**config.mk**
```make
export PLATFORM = sky130hd
export DESIGN_NAME = seq_detect_sched
export DESIGN_NICKNAME = d
export VERILOG_FILES = /design/src/rtl/seq_detect_pkg.sv /design/src/rtl/seq_detect_core.sv /design/src/rtl/seq_detect_sched.sv
export SDC_FILE = /design/constraint.sdc
export NUM_CORES = 1
export LEC_CHECK = 0
export BUFFER_PORTS_ARGS = -buffer_cell sky130_fd_sc_hd__buf_2
export CAP_MARGIN = 20
export CORE_ASPECT_RATIO = 2
export CORE_MARGIN = 5
export CORE_UTILIZATION = 40
export DETAILED_ROUTE_END_ITERATION = 16
export GPL_TIMING_DRIVEN = 0
export PLACE_DENSITY = 0.64
export SLEW_MARGIN = 20
export SYNTH_ARGS = -nofsm -noshare
export SYNTH_HDL_FRONTEND = slang
export SYNTH_SLANG_ARGS = --single-unit
```
**constraint.sdc**
```tcl
create_clock -name clk -period 2.05 [get_ports clk]
set_clock_uncertainty 0.1 [all_clocks]
set_input_delay 0.41 -clock clk [delete_from_list [all_inputs] [get_ports clk]]
set_output_delay 0.41 -clock clk [all_outputs]
set_load 0.05 [all_outputs]
```
**src/rtl/seq_detect_pkg.sv**
```systemverilog
// seq_detect_pkg
//   Shared state encodings for the pattern detector core and the
//   round-robin scheduler that feeds it.
//   det_state_t : serial 1011 detector states (3 bits)
//   sch_state_t : scheduler states (2 bits)
package seq_detect_pkg;

    typedef enum logic [2:0] {
        DET_IDLE  = 3'd0,
        DET_S1    = 3'd1,
        DET_S10   = 3'd2,
        DET_S101  = 3'd3,
        DET_S1011 = 3'd4
    } det_state_t;

    typedef enum logic [1:0] {
        SCH_IDLE  = 2'd0,
        SCH_SHIFT = 2'd1,
        SCH_DRAIN = 2'd2,
        SCH_DONE  = 2'd3
    } sch_state_t;

endpackage

```
**src/rtl/seq_detect_core.sv**
```systemverilog
// seq_detect_core
//   Serial overlapping 1011 detector. One bit is consumed per clock;
//   seq_seen is registered, so it reflects the bit consumed on the
//   previous edge.
//   clk      : clock, posedge
//   reset_n  : synchronous active-low reset
//   clr      : synchronous clear back to DET_IDLE
//   in_bit   : serial input bit
//   seq_seen : high while the last four bits were 1,0,1,1
module seq_detect_core
    import seq_detect_pkg::*;
(
    input  logic clk,
    input  logic reset_n,
    input  logic clr,
    input  logic in_bit,
    output logic seq_seen
);

    det_state_t r_state;
    det_state_t w_next;

    always_ff @(posedge clk) begin
        if (!reset_n || clr) begin
            r_state <= DET_IDLE;
        end else begin
            r_state <= w_next;
        end
    end

    always_comb begin
        w_next = r_state;
        case (r_state)
            DET_IDLE:  w_next = in_bit ? DET_S1    : DET_IDLE;
            DET_S1:    w_next = in_bit ? DET_S1    : DET_S10;
            DET_S10:   w_next = in_bit ? DET_S101  : DET_IDLE;
            DET_S101:  w_next = in_bit ? DET_S1011 : DET_S10;
            // overlap: trailing "1" or "10" seeds the next match
            DET_S1011: w_next = in_bit ? DET_S1    : DET_S10;
            default:   w_next = DET_IDLE;
        endcase
    end

    assign seq_seen = (r_state == DET_S1011);

endmodule

```
**src/rtl/seq_detect_sched.sv**
```systemverilog
// seq_detect_sched
//   Round-robin scheduler sharing one serial 1011 detector among NUM_REQ
//   requesters. A granted frame is shifted LSB-first through the detector;
//   the number of detections and the bit index that completed the first
//   one are returned with the owner's ID over a valid/ready handshake.
//   clk        : clock, posedge
//   reset_n    : synchronous active-low reset
//   req_valid  : per-requester frame offer
//   req_data   : frames, requester i at [i*FRAME_LEN +: FRAME_LEN]
//   req_ready  : one-hot single-cycle acceptance pulse
//   res_valid  : result available (DONE)
//   res_ready  : consumer accepts result
//   res_id     : owner of the frame
//   res_count  : detections in the frame
//   res_first  : bit index completing the first detection, FRAME_LEN if none
//   busy       : scheduler not idle
module seq_detect_sched
    import seq_detect_pkg::*;
#(
    parameter int NUM_REQ   = 4,
    parameter int FRAME_LEN = 16,
    parameter int CW        = $clog2(FRAME_LEN + 1),
    parameter int IDW       = $clog2(NUM_REQ)
) (
    input  logic                           clk,
    input  logic                           reset_n,
    input  logic [NUM_REQ-1:0]             req_valid,
    input  logic [NUM_REQ*FRAME_LEN-1:0]   req_data,
    output logic [NUM_REQ-1:0]             req_ready,
    output logic                           res_valid,
    input  logic                           res_ready,
    output logic [IDW-1:0]                 res_id,
    output logic [CW-1:0]                  res_count,
    output logic [CW-1:0]                  res_first,
    output logic                           busy
);

    sch_state_t           r_state;
    sch_state_t           w_next;
    logic [IDW-1:0]       r_ptr;
    logic [IDW-1:0]       r_id;
    logic [FRAME_LEN-1:0] r_shift;
    logic [CW-1:0]        r_bitcnt;
    logic [CW-1:0]        r_count;
    logic [CW-1:0]        r_first;

    logic                 w_any;
    logic                 w_accept;
    logic [IDW-1:0]       w_gnt;
    logic [IDW-1:0]       w_idx;
    int                   w_cand;
    logic                 w_seen;
    logic                 w_hit;
    logic [CW-1:0]        w_hit_idx;

    // Round-robin pick: first valid at or after the pointer, wrapping.
    always_comb begin
        w_any  = 1'b0;
        w_gnt  = '0;
        w_idx  = '0;
        w_cand = 0;
        for (int i = 0; i < NUM_REQ; i++) begin
            w_cand = int'(r_ptr) + i;
            if (w_cand >= NUM_REQ) begin
                w_cand = w_cand - NUM_REQ;
            end
            w_idx = IDW'(w_cand);
            if (!w_any && req_valid[w_idx]) begin
                w_any = 1'b1;
                w_gnt = w_idx;
            end
        end
    end

    // Gated by reset_n so nothing is accepted on a reset edge.
    assign w_accept  = (r_state == SCH_IDLE) && w_any && reset_n;
    assign req_ready = w_accept ? (NUM_REQ'(1) << w_gnt) : '0;

    seq_detect_core u_core (
        .clk      (clk),
        .reset_n  (reset_n),
        .clr      (w_accept),
        .in_bit   (r_shift[0]),
        .seq_seen (w_seen)
    );

    // seq_seen lags the fed bit by one cycle: in SHIFT cycle k it reports
    // bit k-1, and DRAIN exists only to observe the final bit.
    always_comb begin
        w_hit     = 1'b0;
        w_hit_idx = r_bitcnt - CW'(1);
        case (r_state)
            SCH_SHIFT: w_hit = w_seen && (r_bitcnt != '0);
            SCH_DRAIN: begin
                w_hit     = w_seen;
                w_hit_idx = CW'(FRAME_LEN - 1);
            end
            default: ;
        endcase
    end

    always_comb begin
        w_next = r_state;
        case (r_state)
            SCH_IDLE:  if (w_accept) w_next = SCH_SHIFT;
            SCH_SHIFT: if (r_bitcnt == CW'(FRAME_LEN - 1)) w_next = SCH_DRAIN;
            SCH_DRAIN: w_next = SCH_DONE;
            SCH_DONE:  if (res_ready) w_next = SCH_IDLE;
            default:   w_next = SCH_IDLE;
        endcase
    end

    always_ff @(posedge clk) begin
        if (!reset_n) begin
            r_state  <= SCH_IDLE;
            r_ptr    <= '0;
            r_id     <= '0;
            r_shift  <= '0;
            r_bitcnt <= '0;
            r_count  <= '0;
            r_first  <= '0;
        end else begin
            r_state <= w_next;
            if (w_accept) begin
                r_shift  <= req_data[int'(w_gnt)*FRAME_LEN +: FRAME_LEN];
                r_id     <= w_gnt;
                r_bitcnt <= '0;
                r_count  <= '0;
                r_first  <= CW'(FRAME_LEN);
                r_ptr    <= (int'(w_gnt) == NUM_REQ - 1) ? '0 : w_gnt + 1'b1;
            end
            if (r_state == SCH_SHIFT) begin
                r_shift  <= r_shift >> 1;
                r_bitcnt <= r_bitcnt + CW'(1);
            end
            if (w_hit) begin
                if (r_count != {CW{1'b1}}) begin
                    r_count <= r_count + CW'(1);
                end
                if (r_first == CW'(FRAME_LEN)) begin
                    r_first <= w_hit_idx;
                end
            end
        end
    end

    assign res_valid = (r_state == SCH_DONE);
    assign busy      = (r_state != SCH_IDLE);
    assign res_id    = r_id;
    assign res_count = r_count;
    assign res_first = r_first;

endmodule

```
==> results of run 1 <==
-- power breakdown --
group          leakage, nW  switching [mW]  internal, mW  total, mW
Sequential           0.329           0.131         0.970       1.10
Combinational         1.28            1.47         0.926       2.40
Clock               0.0712           0.309         0.485      0.795
-- state kept, by name, summed over array words and instances (netlist names) --
| signal | cells |
|---|---|
| res_id | 2 |
| u_core.r_state | 3 |
| r_ptr | 2 |
| res_first | 5 |
| r_bitcnt | 5 |
| r_shift | 16 |
| res_count | 5 |
| r_state | 2 |
-- critical path, stage by stage (launching register included) --
cell and delay, ns:
dfxtp_4 0.37, nand2_2 0.06, a211o_4 0.34, nand2_4 0.11, inv_4 0.04, ha_2 0.16
and3_4 0.15, buf_8 0.14
-- timing repair --
action / CTS / global route
buffers inserted: 8 / 8
pin swaps: 6 / 4
setup endpoints to repair: 6 / 20
gates cloned: 0 / 0
gates resized for setup: 42 / 8
-- logic make-up after synthesis --
family                   Yosys count  share of synthesized area
multiplexers                       4                    0.01465
AND/OR/NAND/NOR                  120                     0.2418
flip-flops                        40                     0.2930
adder cells (fa/ha/maj)           14                    0.06410
AO/OA/AOI/OAI                    126                     0.3072
XOR/XNOR                           5                    0.01603
buffers and inverters             40                    0.06318
-- worst min-delay path by stage --
stage                      startpoint           to  slack (ns)
after floorplan           r_shift[15]  r_shift[15]        0.35
after global placement    r_shift[15]  r_shift[15]        0.37
after detailed placement   r_shift[4]   r_shift[4]        0.39
after CTS                 r_shift[11]  r_shift[11]        0.40
after global routing      r_shift[11]  r_shift[11]        0.42
final                     r_shift[10]  r_shift[10]        0.40
-- per-layer routing --
metal | track usage | wire (um)
met5 | 0 | 0
met2 | 0.3938 | 4831
met4 | 0.1067 | 336
met3 | 0.05487 | 511
met1 | 0.1955 | 2815
-- layout make-up --
cell class	instances	area, um^2
Fill cell	666	2909
Multi-Input combinational cell	269	1887
Sequential cell	40	805.8
Timing Repair Buffer	103	595.6
Clock buffer	8	146.4
Buffer	27	118.9
Tap cell	88	110.1
Inverter	12	48.80
-- metrics by stage --
| step | hold WS [ns] | instances | power [mW] |
|---|---|---|---|
| 2_1_floorplan | 0.3466 | 349 | 2.622 |
| 3_3_place_gp | 0.3658 | 524 | 3.182 |
| 3_5_place_dp | 0.3866 | 524 | 3.216 |
| 4_1_cts | 0.3950 | 539 | 4.204 |
| 5_1_grt | 0.4179 | 547 | 4.589 |
| 6_report | 0.3967 | 547 | 4.293 |
-- cells in the mapped netlist (2+ instances only) --
master	number
a211oi_1	2
xor2_1	3
dfxtp_1	40
o21ai_0	22
a41oi_1	15
clkbuf_1	19
nor2_1	13
nand3b_1	6
mux2i_1	4
and2_1	5
a21boi_1	27
a21oi_1	3
xnor2_1	2
buf_2	6
ha_1	14
a21boi_0	9
nor3_1	2
o21ai_1	33
buf_4	2
o211a_1	3
nand3_1	7
o22ai_1	2
nand2_1	30
and3_1	39
nand4_1	2
inv_1	11
nor2b_1	8
==> flow_summary.ini, run 1 <==
[status]
outcome = finished, violations left
violations = setup timing

[setup_path]
r2r_end = r_shift[12]
cp.arrival_ns = 1.68
crit_path_end = req_ready[2]
cp-startpoint = r_ptr[1]
r2r_setup_slack_ns = -0.02
crit_fanout = 5
crit_required_ns = 1.54
timing.rr.start = r_ptr[0]
crit_path_end_kind = primary output
worstSetupPathType = reg2out
start_kind = flop
rr_worst_depth = 8

[layout]
final_cell_mix = buf_2, dfxtp_1, and3_1
mostFrequentLayoutCell = buf_2
drive_gt1_frac = 0.3268
final_util = 0.5607
fin_area_um2 = 3712
area_growth_pct = 35.85
diodes = 0
fin_nets = 543

[sta]
finalSetupViolations = 6
rsz0062_at_grt = true
tightestPinTransition_ns = 0.5147
report.final.slew_viol_count = 0
fin_ws_ns = -0.1373
fin_crit_sh = 1.067
tns_ns = -0.5251
hold_viol_final = 0
fmax_mhz = 457.2
layout_min_cycle_time_ns = 2.187
slew_headroom = 0.6569

[clock_network]
cts_buffers = 5
clk_path_buf_depth = 2
clk_latency_ns = 0.29
tritoncts = yes
cts_root_buf = clkbuf_16
clk_pin_slew_ns = 0.06
h-tree-depth = 2
cts.sinks = 40
holdBufCountCts = 0

[route]
drt_iter0_drc = 130
via_count = 2941
viasPerCell = 5.377
wl_um = 8495
drc_errors = 0
first_pass_iters = 4
drtAntennaViolNets = 0
wl_per_cell_um = 15.53

[logic_synthesis]
yosysTopAreaCellShare = 0.2930
synth_area_um2 = 2733
synth.yosys.warnings = 0
ys_types = 47
syn_nets = 434
synthFlopType = dfxtp_1
synth_top_cell_by_area = dfxtp_1
synth-edff-count = 0
syn_inst = 349
synth_area_per_cell_um2 = 7.830
async_flop_share = 0
synthTopCellsByArea = dfxtp_1, and3_1, a21boi_1
ys_seq_area_frac = 0.2930
synth-seq-cells = 40

[floorplan]
die_y_um = 126.9
die_w_um = 68.45
row_count = 42
die_area_um2 = 8685
ios = 89
initial_core_util = 0.4127
core_um2 = 6621

[hold_path]
min_path_type = reg2reg
whs_path_depth = 2

[global_routing]
grt.total_usage = 0.2108
grt_overflow = 0
grt_pass1_wl_um = 13940
grt_pass1_vias = 2997
grt_max_degree = 12
antenna_found_initial = 0

[pwr]
cellLeakagePower_nw = 1.684
p_per_area_nw_per_um2 = 1157
irDropWorstVdd_mv = 0.7297

[flow_run]
drv_cap = 0

[placement]
portBuffers = 87
routabilityCongestion = 0.8803
place_area_um2 = 3283
dp_slack_ns = -0.4585
hpwlAfterDp_um = 6923
No activity file was read; power rests on OpenSTA's default activity.
==> run 2: changes to the inputs <==
--- a/config.mk
+++ b/config.mk
@@ -13,6 +13,7 @@
 export DETAILED_ROUTE_END_ITERATION = 16
 export GPL_TIMING_DRIVEN = 0
 export PLACE_DENSITY = 0.64
+export SKIP_CTS_REPAIR_TIMING = 1
 export SLEW_MARGIN = 20
 export SYNTH_ARGS = -nofsm -noshare
 export SYNTH_HDL_FRONTEND = slang
==> flow_summary.ini, run 2 (same netlist as run 1, synthesis figures left out) <==
[layout]
regMostFlops = r_shift
area_growth_pct = 34.98
fin_nets = 536
drive_gt1_frac = 0.3164
fin_area_um2 = 3689
final_util = 0.5571
largest_reg_flops = 16
mostFrequentLayoutCell = buf_2
final_cell_mix = buf_2, dfxtp_1, and3_1
diodes = 0
n_fill_cell = 658

[floorplan]
row_count = 42
initial_core_util = 0.4127
die_y_um = 126.9
die_area_um2 = 8685
core_um2 = 6621
ios = 89
die_w_um = 68.45

[hold_path]
min_path_type = reg2reg
worstHoldStart = r_shift[11]

[pwr]
cellLeakagePower_nw = 1.657
total_power_mw = 4.266
p_comb_frac = 0.553
pwr-share-clk = 0.187
p_per_area_nw_per_um2 = 1157
intPower_mw = 2.349
irDropWorstVdd_mv = 0.7164
swShare = 0.4492
p_sw_mw = 1.916
seqPwrFrac = 0.260

[route]
wl_per_cell_um = 15.61
viasPerCell = 5.365
wl_um = 8430
drtAntennaViolNets = 0
drt_iter0_drc = 127
drc_errors = 0
first_pass_iters = 4
via_count = 2897

[sta]
hold_viol_final = 0
tightestPinTransition_ns = 0.4968
fin_crit_sh = 1.074
layout_min_cycle_time_ns = 2.201
slew_headroom = 0.6688
fmax_mhz = 454.3
finalSetupViolations = 4
rsz0062_at_grt = true
tns_ns = -0.5518
fin_ws_ns = -0.1511
report.final.slew_viol_count = 0

[setup_path]
crit_required_ns = 1.54
worstSetupPathType = reg2out
crit_path_end_kind = primary output
crit_fanout = 6
cp-startpoint = r_ptr[1]
timing.rr.start = r_ptr[1]
cp.arrival_ns = 1.69
start_kind = flop

[global_routing]
antenna_found_initial = 0
grt_overflow = 0
grt_pass1_vias = 2935
grt_pass1_wl_um = 13650
grt_max_degree = 12
grt.total_usage = 0.2059

[placement]
place_area_um2 = 3283
routabilityCongestion = 0.8803
portBuffers = 87
dp_slack_ns = -0.4585
hpwlAfterDp_um = 6923

[flow_run]
drv_cap = 0

[clock_network]
clk_latency_ns = 0.29
cts.sinks = 40
cts_root_buf = clkbuf_16
cts_buffers = 5
clk_path_buf_depth = 2
clk_pin_slew_ns = 0.06
tritoncts = yes
h-tree-depth = 2

[status]
violations = setup timing
outcome = finished, violations left
==> run 2: cell types whose count changed in the layout (fill, tap and decap cells not counted), sizes merged <==
cell,delta
clkinv,-1
buf,-7
clkinvlp,+1
==> run 2: routing by layer <==
layer	vias up	GRT usage	share of wire
li1	1471	-	-
met1	1314	0.1955	0.34
met2	95	0.3803	0.57
met3	17	0.05487	0.063
met4	0	0.1020	0.034
met5	-	0	0
==> run 2: area by class of cell <==
class | instances | area [um^2] | area share
Timing Repair Buffer | 96 | 545.5 | 0.1479
Sequential cell | 40 | 808.3 | 0.2191
Clock buffer | 8 | 146.4 | 0.03969
Inverter | 12 | 53.80 | 0.01459
Multi-Input combinational cell | 269 | 1904 | 0.5163
Tap cell | 88 | 110.1 | 0.02985
Buffer | 27 | 120.1 | 0.03256
==> run 2: final timing paths <==
kind / end / slack [ns] / cells after the start
max: req_ready[3] / -0.15 / 7
min: r_shift[11] / 0.39 / 2
max reg2reg: r_shift[1] / 0.05 / 7
min reg2reg: r_shift[11] / 0.39 / 2
==> run 2: power by group through the flow <==
stage / clock network [mW] / registers, mW / logic, mW
2_1_floorplan: 0 / 1.14 / 1.48
3_3_place_gp: 0 / 1.10 / 2.08
3_5_place_dp: 0 / 1.10 / 2.11
4_1_cts: 0.807 / 1.09 / 2.12
5_1_grt: 0.831 / 1.13 / 2.59
6_report: 0.799 / 1.11 / 2.36
==> run 2: through the flow <==
stage,instances,hold slack [ns]
2_1_floorplan,349,0.3466
3_3_place_gp,524,0.3658
3_5_place_dp,524,0.3866
4_1_cts,532,0.3950
5_1_grt,540,0.4179
6_report,540,0.3906
==> run 2: worst max-delay path, stage by stage, from the launching register on <==
cell	delay, ns
dfxtp_4	0.37
nand2_2	0.05
a211o_4	0.36
nand2_4	0.12
inv_4	0.05
ha_4	0.14
and3_4	0.16
buf_8	0.14
